$ cat src/rtl/pc_bus_arbiter.sv
// -----------------------------------------------------------------------------
// pc_bus_arbiter
//
// Shares the PC system bus between the 8088 bus-cycle unit, the DMA hold
// request and a built-in DRAM refresh scheduler. The arbiter gives the bus to
// one owner at a time and does not preempt the current owner. Priority is
// fixed: refresh first, then DMA, then CPU. Every change of owner passes
// through one turnaround (TURN) cycle and one IDLE cycle.
//
// Parameters
//   REF_PERIOD : clocks between refresh requests (2 .. 2**CNT_W)
//   CNT_W      : width of the refresh interval counter
//
// Ports
//   clk        in   system clock; all state changes on the rising edge
//   rst        in   synchronous, active-high reset
//   cpu_req    in   CPU bus request (level, held until granted)
//   cpu_done   in   one-cycle pulse: CPU bus cycle finished
//   cpu_gnt    out  CPU owns the bus
//   dma_hrq    in   DMA hold request (level, held for the whole ownership)
//   dma_hlda   out  DMA hold acknowledge
//   ref_done   in   one-cycle pulse: refresh cycle finished
//   ref_gnt    out  refresh owns the bus
//   aen        out  address enable; high exactly while dma_hlda is high
//   bus_owner  out  00 none, 01 CPU, 10 DMA, 11 refresh
//   ref_pend   out  a refresh request is outstanding
//   ref_miss   out  saturating count of lost refresh intervals
// -----------------------------------------------------------------------------
module pc_bus_arbiter #(
    parameter int REF_PERIOD = 72,
    parameter int CNT_W      = 7
) (
    input  logic       clk,
    input  logic       rst,
    input  logic       cpu_req,
    input  logic       cpu_done,
    output logic       cpu_gnt,
    input  logic       dma_hrq,
    output logic       dma_hlda,
    input  logic       ref_done,
    output logic       ref_gnt,
    output logic       aen,
    output logic [1:0] bus_owner,
    output logic       ref_pend,
    output logic [3:0] ref_miss
);

    typedef enum logic [2:0] {
        S_IDLE = 3'd0,
        S_CPU  = 3'd1,
        S_DMA  = 3'd2,
        S_REF  = 3'd3,
        S_TURN = 3'd4
    } state_t;

    localparam logic [CNT_W-1:0] CNT_MAX  = CNT_W'(REF_PERIOD - 1);
    localparam logic [3:0]       MISS_MAX = 4'd15;

    state_t           state_r;
    state_t           next_state_s;
    logic [CNT_W-1:0] cnt_r;
    logic             wrap_s;
    logic             enter_ref_s;

    // Bus-owner code shown on bus_owner for a given arbiter state.
    function automatic logic [1:0] owner_code(input state_t st);
        logic [1:0] code;
        case (st)
            S_CPU:   code = 2'b01;
            S_DMA:   code = 2'b10;
            S_REF:   code = 2'b11;
            default: code = 2'b00;
        endcase
        return code;
    endfunction

    assign wrap_s      = (cnt_r == CNT_MAX);
    // Refresh always wins arbitration in IDLE, so a pending refresh seen in
    // IDLE means the REF state is entered at this edge.
    assign enter_ref_s = (state_r == S_IDLE) && ref_pend;

    // Next-state logic: fixed-priority arbitration in IDLE, release handling
    // in the owner states, unconditional TURN -> IDLE.
    always_comb begin
        next_state_s = S_IDLE;
        case (state_r)
            S_IDLE: begin
                if (ref_pend) begin
                    next_state_s = S_REF;
                end else if (dma_hrq) begin
                    next_state_s = S_DMA;
                end else if (cpu_req) begin
                    next_state_s = S_CPU;
                end else begin
                    next_state_s = S_IDLE;
                end
            end
            S_CPU: begin
                if (cpu_done) begin
                    next_state_s = S_TURN;
                end else begin
                    next_state_s = S_CPU;
                end
            end
            S_DMA: begin
                if (!dma_hrq) begin
                    next_state_s = S_TURN;
                end else begin
                    next_state_s = S_DMA;
                end
            end
            S_REF: begin
                if (ref_done) begin
                    next_state_s = S_TURN;
                end else begin
                    next_state_s = S_REF;
                end
            end
            S_TURN:  next_state_s = S_IDLE;
            // An illegal encoding falls back to IDLE with every grant low.
            default: next_state_s = S_IDLE;
        endcase
    end

    // Arbiter state register; grants are registered from the next state so
    // they change on the same edge as the state does.
    always_ff @(posedge clk) begin
        if (rst) begin
            state_r   <= S_IDLE;
            cpu_gnt   <= 1'b0;
            dma_hlda  <= 1'b0;
            aen       <= 1'b0;
            ref_gnt   <= 1'b0;
            bus_owner <= 2'b00;
        end else begin
            state_r   <= next_state_s;
            cpu_gnt   <= (next_state_s == S_CPU);
            dma_hlda  <= (next_state_s == S_DMA);
            aen       <= (next_state_s == S_DMA);
            ref_gnt   <= (next_state_s == S_REF);
            bus_owner <= owner_code(next_state_s);
        end
    end

    // Free-running refresh interval counter, 0 .. REF_PERIOD-1.
    always_ff @(posedge clk) begin
        if (rst) begin
            cnt_r <= {CNT_W{1'b0}};
        end else if (wrap_s) begin
            cnt_r <= {CNT_W{1'b0}};
        end else begin
            cnt_r <= cnt_r + CNT_W'(1);
        end
    end

    // Refresh pending flag: a new interval sets it, entering REF clears it;
    // when both happen on one edge the new interval keeps it set.
    always_ff @(posedge clk) begin
        if (rst) begin
            ref_pend <= 1'b0;
        end else if (wrap_s) begin
            ref_pend <= 1'b1;
        end else if (enter_ref_s) begin
            ref_pend <= 1'b0;
        end else begin
            ref_pend <= ref_pend;
        end
    end

    // Lost-interval counter: an interval is lost when a new one arrives while
    // the previous is still pending and not being served at that edge.
    always_ff @(posedge clk) begin
        if (rst) begin
            ref_miss <= 4'd0;
        end else if (wrap_s && ref_pend && !enter_ref_s && (ref_miss != MISS_MAX)) begin
            ref_miss <= ref_miss + 4'd1;
        end else begin
            ref_miss <= ref_miss;
        end
    end

endmodule
$ cat config.mk
export PLATFORM = sky130hd
export DESIGN_NAME = pc_bus_arbiter
export DESIGN_NICKNAME = d
export VERILOG_FILES = /design/src/rtl/pc_bus_arbiter.sv
export SDC_FILE = /design/constraint.sdc
export NUM_CORES = 1
export LEC_CHECK = 0
export BUFFER_PORTS_ARGS = -buffer_cell sky130_fd_sc_hd__buf_2
export CAP_MARGIN = 25
export CORE_MARGIN = 3
export CORE_UTILIZATION = 51
export DETAILED_ROUTE_END_ITERATION = 7
export PLACE_DENSITY = 0.77
export SYNTH_ARGS = -nofsm -noshare
export SYNTH_HDL_FRONTEND = slang
export SYNTH_SLANG_ARGS = --single-unit
$ cat constraint.sdc
create_clock -name clk -period 1.9 [get_ports clk]
set_input_delay 0.38 -clock clk [delete_from_list [all_inputs] [get_ports clk]]
set_output_delay 0.38 -clock clk [all_outputs]
set_load 0.1 [all_outputs]
==> impl_metrics.csv, run 1 <==
group,metric,value,unit
logic_synthesis,synth_area,845,µm²
global_route,grtUsageMet1,0.191,
finish,nNetsFinal,114,
detailed_routing,totalWireLength,1500,µm
setup_path,crit_arrival,1.81,ns
global_route,antenna_found_initial,0,
detailed_routing,first_iteration_detailed_routing_drc_count,4,
place,placement_stage_cell_area,933,µm²
detailed_routing,num_vias,654,
detailed_routing,drc,0,
timing,setup_viol,0,
floorplan,floorplan.core_area,1520,µm²
finish,diodes,0,
floorplan,io_count,17,
setup_path,crit-reg2reg-capture,"ref_miss[3]",
hold_path,hold_start,"dma_hrq",
setup_path,origin_of_the_critical_flop_to_flop_path,"cnt_r[0]",
timing,drv_slew,0,
setup_path,reg2reg_setup_slack,0.32,ns
setup_path,critPathSlowestCell,"sky130_fd_sc_hd__dfxtp_1",
global_route,globalRouteTotalUtil,0.159,
setup_path,timing.reg2reg.worst_path_depth,5,
clocking,tritoncts.num_buffers,3,
floorplan,design.die.area,2180,µm²
timing,worst_slew_margin_rel,0.678,
clocking,tritoncts_num_sinks,20,
power,fin_total_pwr,899,µW
logic_synthesis,post_synth_fa_ha_maj_area_fraction,0.0296,
logic_synthesis,parity_gate_share_of_the_synthesized_area_counting_xor_and_xnor_cells,0.0415,
status,status,"completed",
detailed_routing,detail-route-antenna-nets,0,
finish,final_layout_size_suffix_gt1_frac,0.276,
place,place.detailed.hpwl,1070,µm
logic_synthesis,cell_accounting_for_the_most_synthesized_area,"sky130_fd_sc_hd__dfxtp_1",
power,peakVddDrop,0.501,mV
global_route,largest_net_degree_at_the_start_of_global_routing,20,
detailed_routing,detail_route.vias_per_cell,5.40,
clocking,clock_latency,0.30,ns
global_route,first_global_vias,595,
logic_synthesis,synth_compound_area_frac,0.108,
place,number_of_buffers_added_on_ports,16,
finish,stdcell_area,986,µm²
logic_synthesis,dominant_cells_by_area_after_synthesis,"sky130_fd_sc_hd__dfxtp_1 47%, sky130_fd_sc_hd__a21oi_1 4.1%, sky130_fd_sc_hd__nand3_1 3.6%",
timing,finalHoldViolCount,0,
timing,min_period_over_period,0.830,
global_route,busiest_layer,"met2",
logic_synthesis,synth.ff_latch_count,20,
setup_path,timing.critical_path.from_type,"flip-flop",
floorplan,initial_core_util,0.554,
power,power_per_cell_area,912,nW/µm²
logic_synthesis,synth.yosys.seq_area_share,0.474,
floorplan,die_span_x,46.7,µm
logic_synthesis,yosysWarningCount,0,
flow_run,drv_cap,0,
clocking,tritoncts_clock_tree,"done",
clocking,htree_levels,1,
timing,clock.fmax,634,MHz
floorplan,rows,14,
timing,grt_setup_unrepaired,"no",
hold_path,worst_hold_path_type,"input port to flip-flop",
logic_synthesis,syn_nets,96,
setup_path,cp_max_fo,5,
setup_path,cpPeakStageDelay,0.37,ns
clocking,maximum_buffer_depth_of_the_clock_tree,2,
global_route,grt.met2_usage,0.261,
logic_synthesis,synth_cell_type_count,31,
place,placement.setup.worst_slack,0.376,ns
detailed_routing,routedWlPerCell,12.4,µm
clocking,post_cts_buffers,0,
global_route,met3_usage,0.0234,
place,gp_congestion,0.711,
hold_path,min_to,"state_r[2]",
timing,timing.final.ws_setup,0.324,ns
clocking,cts_hold_repair.buffers,0,
logic_synthesis,synth_simple_gate_area_share,0.304,
clocking,cts.reportedPaths.clkPinSlew,0.11,ns
setup_path,worst_setup_path_end_kind,"flip-flop",
timing,fin_tns_setup,0,ns
power,leakage,0.417,nW
finish,areaGrowthSynthToFinish,16.7,%
hold_path,min_delay_path_depth,4,
logic_synthesis,post_synth_mux_area_share,0.0252,
global_route,first_pass_grt_wire_length,2420,µm
timing,min_period,1.58,ns
logic_synthesis,synth_top_family_by_area,"simple AND/OR/NAND/NOR gates",
logic_synthesis,synth.top_cell.area_share,0.474,
setup_path,crit_required,2.13,ns
floorplan,chipHeight,46.7,µm
logic_synthesis,avg_synthesized_cell_area,9.60,µm²
setup_path,list_of_cells_traversed_by_the_critical_path,"ha_1, nand4b_1, nand4b_4, or3_1, a21oi_1",
timing,fin_skew,0.00122,ns
timing,worst-slew-pin-transition,0.486,ns
setup_path,timing.setup.critical_path_class,"flip-flop to flip-flop",
logic_synthesis,instance_count_of_the_mapped_netlist,88,
global_route,globalRoute.totalOverflow,0,
clocking,clockRootBuffer,"sky130_fd_sc_hd__clkbuf_4",
detailed_routing,drt_pass1_iterations,4,
clocking,post_cts.resized_instances,0,
## cell usage after synthesis (all sizes together)
| cell | instances |
|---|---|
| dfxtp | 20 |
| or3b | 1 |
| clkbuf | 2 |
| nand3b | 1 |
| xnor2 | 1 |
| ha | 2 |
| and3b | 1 |
| or3 | 2 |
| mux2i | 1 |
| nor2 | 9 |
| o21bai | 1 |
| xor2 | 3 |
| o21ai | 3 |
| nor3 | 7 |
| nand3 | 6 |
| a21oi | 8 |
| nand4b | 2 |
| nand2 | 4 |
| nor2b | 2 |
| nor3b | 4 |
| nand4 | 1 |
| and2 | 1 |
| buf | 1 |
| a21o | 2 |
| o31a | 1 |
| mux2 | 1 |
| and4b | 1 |
## metal layers
metal,vias to the layer above,share of wire
li1,345,-
met1,296,0.46
met2,9,0.48
met3,4,0.035
met4,0,0.022
met5,-,0
## state kept, by name, indices dropped and copies added (netlist names)
signal,cells
cnt_r,7
ref_miss,4
state_r,3
bus_owner,2
aen,1
cpu_gnt,1
ref_gnt,1
ref_pend,1
## placed cells by master, fill, tap and decap left out, drive strengths merged
cell / n
and4b: 1
a21o: 2
nand4b: 2
nor3b: 4
o21ai: 3
or3: 2
dfxtp: 20
and2: 1
nand3: 6
bufinv: 1
o31a: 1
nor3: 7
buf: 16
ha: 2
xor2: 3
nand4: 1
nor2: 9
mux2: 1
clkbuf: 3
nand2: 4
xnor2: 1
o21bai: 1
and3b: 1
nor2b: 2
nand3b: 1
or3b: 1
mux2i: 1
a21oi: 8
## through the flow
stage,hold WS [ns],util,instances
after floorplan,0.432,-,88
after global placement,0.440,0.612,117
after detailed placement,0.450,0.612,117
after CTS,0.423,0.647,121
after global routing,0.453,0.647,121
final,0.433,0.647,121
## critical path, delay by kind of cell, from the launching register on
kind / cells / cell delay (ns)
compound gates: 1 / 0.16
simple gates: 3 / 0.74
fa+ha+maj: 1 / 0.25
flops: 1 / 0.37
## kinds of logic (layout without fill, tap and decap cells)
logic type,Yosys count,in the layout
simple gates,42,42
flops,20,20
compound gates,15,15
xor+xnor,4,4
buf+inv,3,20
fa+ha+maj,2,2
mux,2,2
## layout make-up
cell class / instances / area [µm²]
Clock buffer: 3 / 22.5
Clock inverter: 1 / 30.0
Fill cell: 132 / 538
Multi-Input combinational cell: 65 / 429
Sequential cell: 20 / 404
Tap cell: 16 / 20.0
Timing Repair Buffer: 16 / 80.1
## worst max path at each step
stage           startpoint     endpoint  slack [ns]  cells after the start
2_1_floorplan  ref_miss[2]  ref_miss[0]        0.14                      4
3_3_place_gp      cnt_r[0]  ref_miss[3]        0.43                      5
3_5_place_dp      cnt_r[0]  ref_miss[3]        0.38                      5
4_1_cts        ref_miss[2]  ref_miss[2]        0.32                      1
5_1_grt           cnt_r[0]  ref_miss[3]        0.19                      5
6_report          cnt_r[0]  ref_miss[3]        0.32                      5
## power by group
group | leakage [nW] | internal [mW] | switching, mW
combinational | 0.224 | 0.0267 | 0.0845
sequential | 0.164 | 0.435 | 0.0128
clock | 0.0279 | 0.213 | 0.127
total | 0.417 | 0.675 | 0.225
Power figures use the tool's default switching activity.
==> run 2, diff against run 1 <==
==> constraint.sdc (replaced) <==
create_clock -name clk -period 1.5 [get_ports clk]
set_input_delay 0.3 -clock clk [delete_from_list [all_inputs] [get_ports clk]]
set_output_delay 0.3 -clock clk [all_outputs]
set_load 0.1 [all_outputs]
==> run 2 against run 1 <==
Against the previous run: sequential share of layout area rose by 0.58 points; power increased by 7.0%; core utilization up 1.1 points; non-clock buffer count up 4; global-route usage is 1.2 points lower; fmax rose by 12%; worst setup slack worse by 0.23 ns; worst hold slack got worse by 0.094 ns; cell count increased by 3.3%; clock-buffer cell count increased by 1; critical path type unchanged; critical endpoint unchanged; largest power group unchanged; highest routed layer unchanged.
==> impl_metrics.csv, run 2 (synthesized netlist as in run 1, its figures left out) <==
group,metric,value,unit
status,status,"completed",
global_route,globalRoute.totalOverflow,0,
setup_path,critPathBufInv,0,
setup_path,list_of_cells_traversed_by_the_critical_path,"ha_1, nand3_1, nand4b_4, or3_1, a21oi_1",
detailed_routing,detail-route-antenna-nets,0,
setup_path,critPathSlowestCell,"sky130_fd_sc_hd__dfxtp_4",
clocking,clock_latency,0.30,ns
detailed_routing,met1_length,653,µm
finish,registers.top_by_ff_count,"cnt_r",
flow_run,drv_cap,0,
place,placement.setup.worst_slack,0.0619,ns
setup_path,timing.critical_path.from_type,"flip-flop",
detailed_routing,routed.top_layer,"met4",
place,place.detailed.hpwl,1070,µm
timing,setup_viol,0,
timing,hold_ws,0.339,ns
detailed_routing,first_iteration_detailed_routing_drc_count,10,
setup_path,crit_family,"simple AND/OR/NAND/NOR gates",
timing,min_period,1.41,ns
timing,worst-slew-pin-transition,0.484,ns
detailed_routing,num_vias,690,
finish,most_frequent_cells_in_the_layout,"16 x sky130_fd_sc_hd__buf_2, 13 x sky130_fd_sc_hd__dfxtp_1, 8 x sky130_fd_sc_hd__nor2_1",
timing,finalHoldViolCount,0,
timing,fin_skew,0.00612,ns
finish,final_layout_size_suffix_gt1_frac,0.330,
floorplan,chipHeight,46.7,µm
timing,clock.fmax,709,MHz
detailed_routing,detail_route.vias_per_cell,5.52,
place,numPlacedInstances,120,
global_route,globalRouteTotalUtil,0.147,
detailed_routing,route.met3.wl,66,µm
setup_path,crit_required,1.73,ns
power,power_per_cell_area,960,nW/µm²
setup_path,worst_setup_path_end_kind,"flip-flop",
floorplan,io_count,17,
hold_path,worst_hold_path_type,"input port to flip-flop",
finish,layout.filler_cells,129,
clocking,tritoncts.num_buffers,3,
clocking,clockRootBuffer,"sky130_fd_sc_hd__clkbuf_4",
finish,diodes,0,
setup_path,timing.setup.critical_path_class,"flip-flop to flip-flop",
setup_path,cpPeakStageDelay,0.36,ns
global_route,largest_net_degree_at_the_start_of_global_routing,20,
global_route,antenna_found_initial,0,
timing,fin_tns_setup,0,ns
clocking,cts_hold_repair.buffers,0,
detailed_routing,drc,0,
place,number_of_buffers_added_on_ports,16,
finish,nNetsFinal,118,
clocking,tritoncts_num_sinks,20,
global_route,first_pass_grt_wire_length,2230,µm
timing,grt_setup_unrepaired,"no",
floorplan,floorplan.core_area,1520,µm²
floorplan,die_span_x,46.7,µm
setup_path,cp_max_fo,4,
clocking,cts.reportedPaths.clkPinSlew,0.10,ns
finish,final-instance-count-excl-fill,125,
timing,timing.final.ws_setup,0.0898,ns
floorplan,rows,14,
finish,largest_reg_flops,7,
floorplan,design.die.area,2180,µm²
floorplan,initial_core_util,0.554,
detailed_routing,drt_pass1_iterations,4,
detailed_routing,dr_wl_met2,724,µm
detailed_routing,routedWlPerCell,11.8,µm
setup_path,crit_arrival,1.64,ns
clocking,htree_levels,1,
timing,worst_slew_margin_rel,0.679,
power,peakVddDrop,0.550,mV
finish,areaGrowthSynthToFinish,18.7,%
finish,final_common_cell,"sky130_fd_sc_hd__buf_2",
detailed_routing,totalWireLength,1470,µm
place,gp_congestion,0.783,
power,leakage,0.426,nW
clocking,tritoncts_clock_tree,"done",
clocking,maximum_buffer_depth_of_the_clock_tree,2,
finish,biggestRegsByFlops,"cnt_r: 7 flops, ref_miss: 4 flops, state_r: 3 flops",
timing,drv_slew,0,
global_route,first_global_vias,542,
timing,min_period_over_period,0.940,
[run 2: what timing repair did]
action | 4_1_cts | 5_1_grt
setup buffers | 0 | 1
endpoints found under the setup margin | 0 | 1
resized for setup | 0 | 1
[run 2: metrics by stage]
stage | utilization | total power, mW | instance area (µm²)
CTS | 0.652 | 0.976 | 993
detailed placement | 0.635 | 0.721 | 967
global placement | 0.635 | 0.717 | 967
global route | 0.658 | 1.01 | 1000
floorplan | - | 0.692 | 860
finish | 0.658 | 0.962 | 1000
[run 2: final timing paths]
| kind | endpoint | start | cells after the start | slack (ns) |
|---|---|---|---|---|
| setup / recovery | ref_miss[3] | ref_miss[0] | 5 | 0.09 |
| hold / removal | state_r[2] | dma_hrq | 4 | 0.34 |
| setup reg to reg | ref_miss[3] | ref_miss[0] | 5 | 0.09 |
| hold reg to reg | cnt_r[0] | cnt_r[0] | 1 | 0.43 |
[run 2: cell type report]
cell class                 count  area [µm²]  share of cell area
multi-input combinational     65         429               0.428
clock buffer                   4        26.3              0.0262
sequential                    20         417               0.416
tap                           16        20.0              0.0200
timing repair buffer          20         110               0.110
[run 2: per-layer routing]
metal / global-route usage / vias up
li1: - / 361
met1: 0.167 / 314
met2: 0.239 / 11
met3: 0.0586 / 4
met4: 0.0663 / 0
met5: 0 / -
[run 2: worst register-to-register path: cells and delay by family, from the launching register on]
kind	cells	cell delay (ns)
adder cells (fa/ha/maj)	1	0.21
AND/OR/NAND/NOR	3	0.63
flip-flops	1	0.36
AO/OA/AOI/OAI	1	0.13
[run 2: where the power goes]
group          internal [mW]  switching (mW)  leakage (nW)
registers              0.546          0.0143         0.167
clock network          0.104           0.151        0.0150
logic                 0.0373           0.110         0.245
total                  0.687           0.275         0.426
==> run 3, diff against run 2 <==
--- a/config.mk
+++ b/config.mk
@@ -8,9 +8,9 @@
 export BUFFER_PORTS_ARGS = -buffer_cell sky130_fd_sc_hd__buf_2
 export CAP_MARGIN = 25
 export CORE_MARGIN = 3
-export CORE_UTILIZATION = 51
+export CORE_UTILIZATION = 35
 export DETAILED_ROUTE_END_ITERATION = 7
-export PLACE_DENSITY = 0.77
+export PLACE_DENSITY = 0.57
 export SYNTH_ARGS = -nofsm -noshare
 export SYNTH_HDL_FRONTEND = slang
 export SYNTH_SLANG_ARGS = --single-unit
==> run 3 against run 2 <==
Against the previous run: non-clock buffer count grew 2; die area up 39%; core utilization is 19 points lower; register-to-register slack about the same; clock power increased by 16%; sequential share of layout area shrank 1.8 points; critical path depth rose by 1; flip-flop and latch count did not move; via count is 0.87% higher; worst setup slack barely moved; power increased by 4.5%; highest routed layer unchanged.
==> impl_metrics.csv, run 3 (synthesized netlist as in run 1, its figures left out) <==
group,metric,value,unit
setup_path,critPathSlowestCell,"sky130_fd_sc_hd__dfxtp_2",
clocking,cts.reportedPaths.clkPinSlew,0.11,ns
floorplan,die_span_x,55.1,µm
finish,biggestRegsByFlops,"cnt_r: 7 flops, ref_miss: 4 flops, state_r: 3 flops",
detailed_routing,drc,0,
clocking,clock_latency,0.28,ns
timing,grt_setup_unrepaired,"no",
finish,nNetsFinal,120,
detailed_routing,detail_route.vias_per_cell,5.01,
setup_path,cp_max_fo,3,
power,power_per_cell_area,956,nW/µm²
clocking,htree_levels,1,
detailed_routing,num_vias,696,
global_route,antenna_found_initial,0,
power,peakVddDrop,0.443,mV
timing,timing.final.ws_setup,0.0901,ns
clocking,maximum_buffer_depth_of_the_clock_tree,2,
setup_path,crit_required,1.67,ns
floorplan,floorplan.core_area,2250,µm²
setup_path,cpPeakStageDelay,0.35,ns
setup_path,timing.setup.critical_path_class,"flip-flop to flip-flop",
finish,most_frequent_cells_in_the_layout,"16 x sky130_fd_sc_hd__buf_2, 12 x sky130_fd_sc_hd__dfxtp_1, 8 x sky130_fd_sc_hd__nor2_1",
clocking,clockRootBuffer,"sky130_fd_sc_hd__clkbuf_4",
clocking,cts_hold_repair.buffers,0,
setup_path,worst_setup_path_end_kind,"flip-flop",
timing,finalHoldViolCount,0,
detailed_routing,detail-route-antenna-nets,0,
finish,diodes,0,
place,place.detailed.hpwl,1150,µm
finish,final_common_cell,"sky130_fd_sc_hd__buf_2",
timing,min_period_over_period,0.940,
floorplan,initial_core_util,0.375,
global_route,first_pass_grt_wire_length,2680,µm
timing,worst_slew_margin_rel,0.678,
detailed_routing,totalWireLength,1510,µm
finish,largest_reg_flops,7,
detailed_routing,routedWlPerCell,10.9,µm
timing,clock.fmax,709,MHz
detailed_routing,first_iteration_detailed_routing_drc_count,0,
finish,areaGrowthSynthToFinish,24.4,%
floorplan,rows,17,
global_route,globalRouteTotalUtil,0.122,
floorplan,io_count,17,
clocking,tritoncts_clock_tree,"done",
global_route,largest_net_degree_at_the_start_of_global_routing,20,
timing,fin_skew,0.00199,ns
finish,registers.top_by_ff_count,"cnt_r",
finish,layout.filler_cells,233,
status,status,"completed",
power,leakage,0.439,nW
floorplan,design.die.area,3040,µm²
place,placement.setup.worst_slack,0.0637,ns
finish,final_layout_size_suffix_gt1_frac,0.387,
setup_path,list_of_cells_traversed_by_the_critical_path,"ha_2, nand4b_1, buf_4, and3b_2, and4b_1, nor3_2",
timing,setup_viol,0,
clocking,tritoncts.num_buffers,3,
flow_run,drv_cap,0,
global_route,globalRoute.totalOverflow,0,
floorplan,chipHeight,55.1,µm
timing,fin_tns_setup,0,ns
hold_path,worst_hold_path_type,"input port to flip-flop",
setup_path,timing.critical_path.from_type,"flip-flop",
clocking,tritoncts_num_sinks,20,
place,number_of_buffers_added_on_ports,16,
setup_path,crit_arrival,1.58,ns
detailed_routing,drt_pass1_iterations,1,
place,gp_congestion,0.750,
timing,min_period,1.41,ns
global_route,first_global_vias,665,
timing,drv_slew,0,
timing,worst-slew-pin-transition,0.486,ns
## run 3: layer usage
metal / up-vias / track usage / part of all wire
met5: - / 0 / 0
li1: 362 / - / -
met4: 0 / 0.0486 / 0.0079
met1: 324 / 0.142 / 0.46
met3: 2 / 0.0322 / 0.035
met2: 8 / 0.211 / 0.49
## run 3: path summary, 6_finish.rpt
check / slack (ns) / depth (start not counted) / start / end
setup reg to reg: 0.09 / 6 / cnt_r[0] / ref_miss[2]
hold / removal: 0.36 / 4 / dma_hrq / state_r[2]
setup / recovery: 0.09 / 6 / cnt_r[0] / ref_miss[2]
hold reg to reg: 0.43 / 1 / cnt_r[0] / cnt_r[0]
## run 3: metrics by stage
| stage | power (mW) | instance area, µm² | hold WS (ns) | util | cells |
|---|---|---|---|---|---|
| after detailed placement | 0.721 | 990 | 0.446 | 0.439 | 133 |
| after CTS | 1.02 | 1030 | 0.345 | 0.455 | 137 |
| after global routing | 1.07 | 1050 | 0.373 | 0.466 | 139 |
| after global placement | 0.719 | 990 | 0.437 | 0.439 | 133 |
| final | 1.01 | 1050 | 0.359 | 0.466 | 139 |
| after floorplan | 0.692 | 860 | 0.432 | - | 88 |
## run 3: timing repair
item	in CTS	in global routing
setup buffers	0	2
setup endpoints to repair	0	1
gates resized for setup	0	6
## run 3: power breakdown
group          switching [mW]  total, mW  internal [mW]
registers              0.0142      0.561          0.547
clock network           0.149      0.297          0.148
logic                   0.110      0.148         0.0377
## run 3: critical path, delay by kind of cell, from the launching register on
kind          cells  cell delay (ns)
simple gates      4             0.61
buf+inv           1             0.16
fa+ha+maj         1             0.18
flops             1             0.35
## run 3: cell type report
cell class,instances,area (µm²),area share
multi-input combinational,65,437,0.415
clock buffer,4,36.3,0.0345
timing repair buffer,22,125,0.119
tap,28,35.0,0.0333
sequential,20,418,0.398
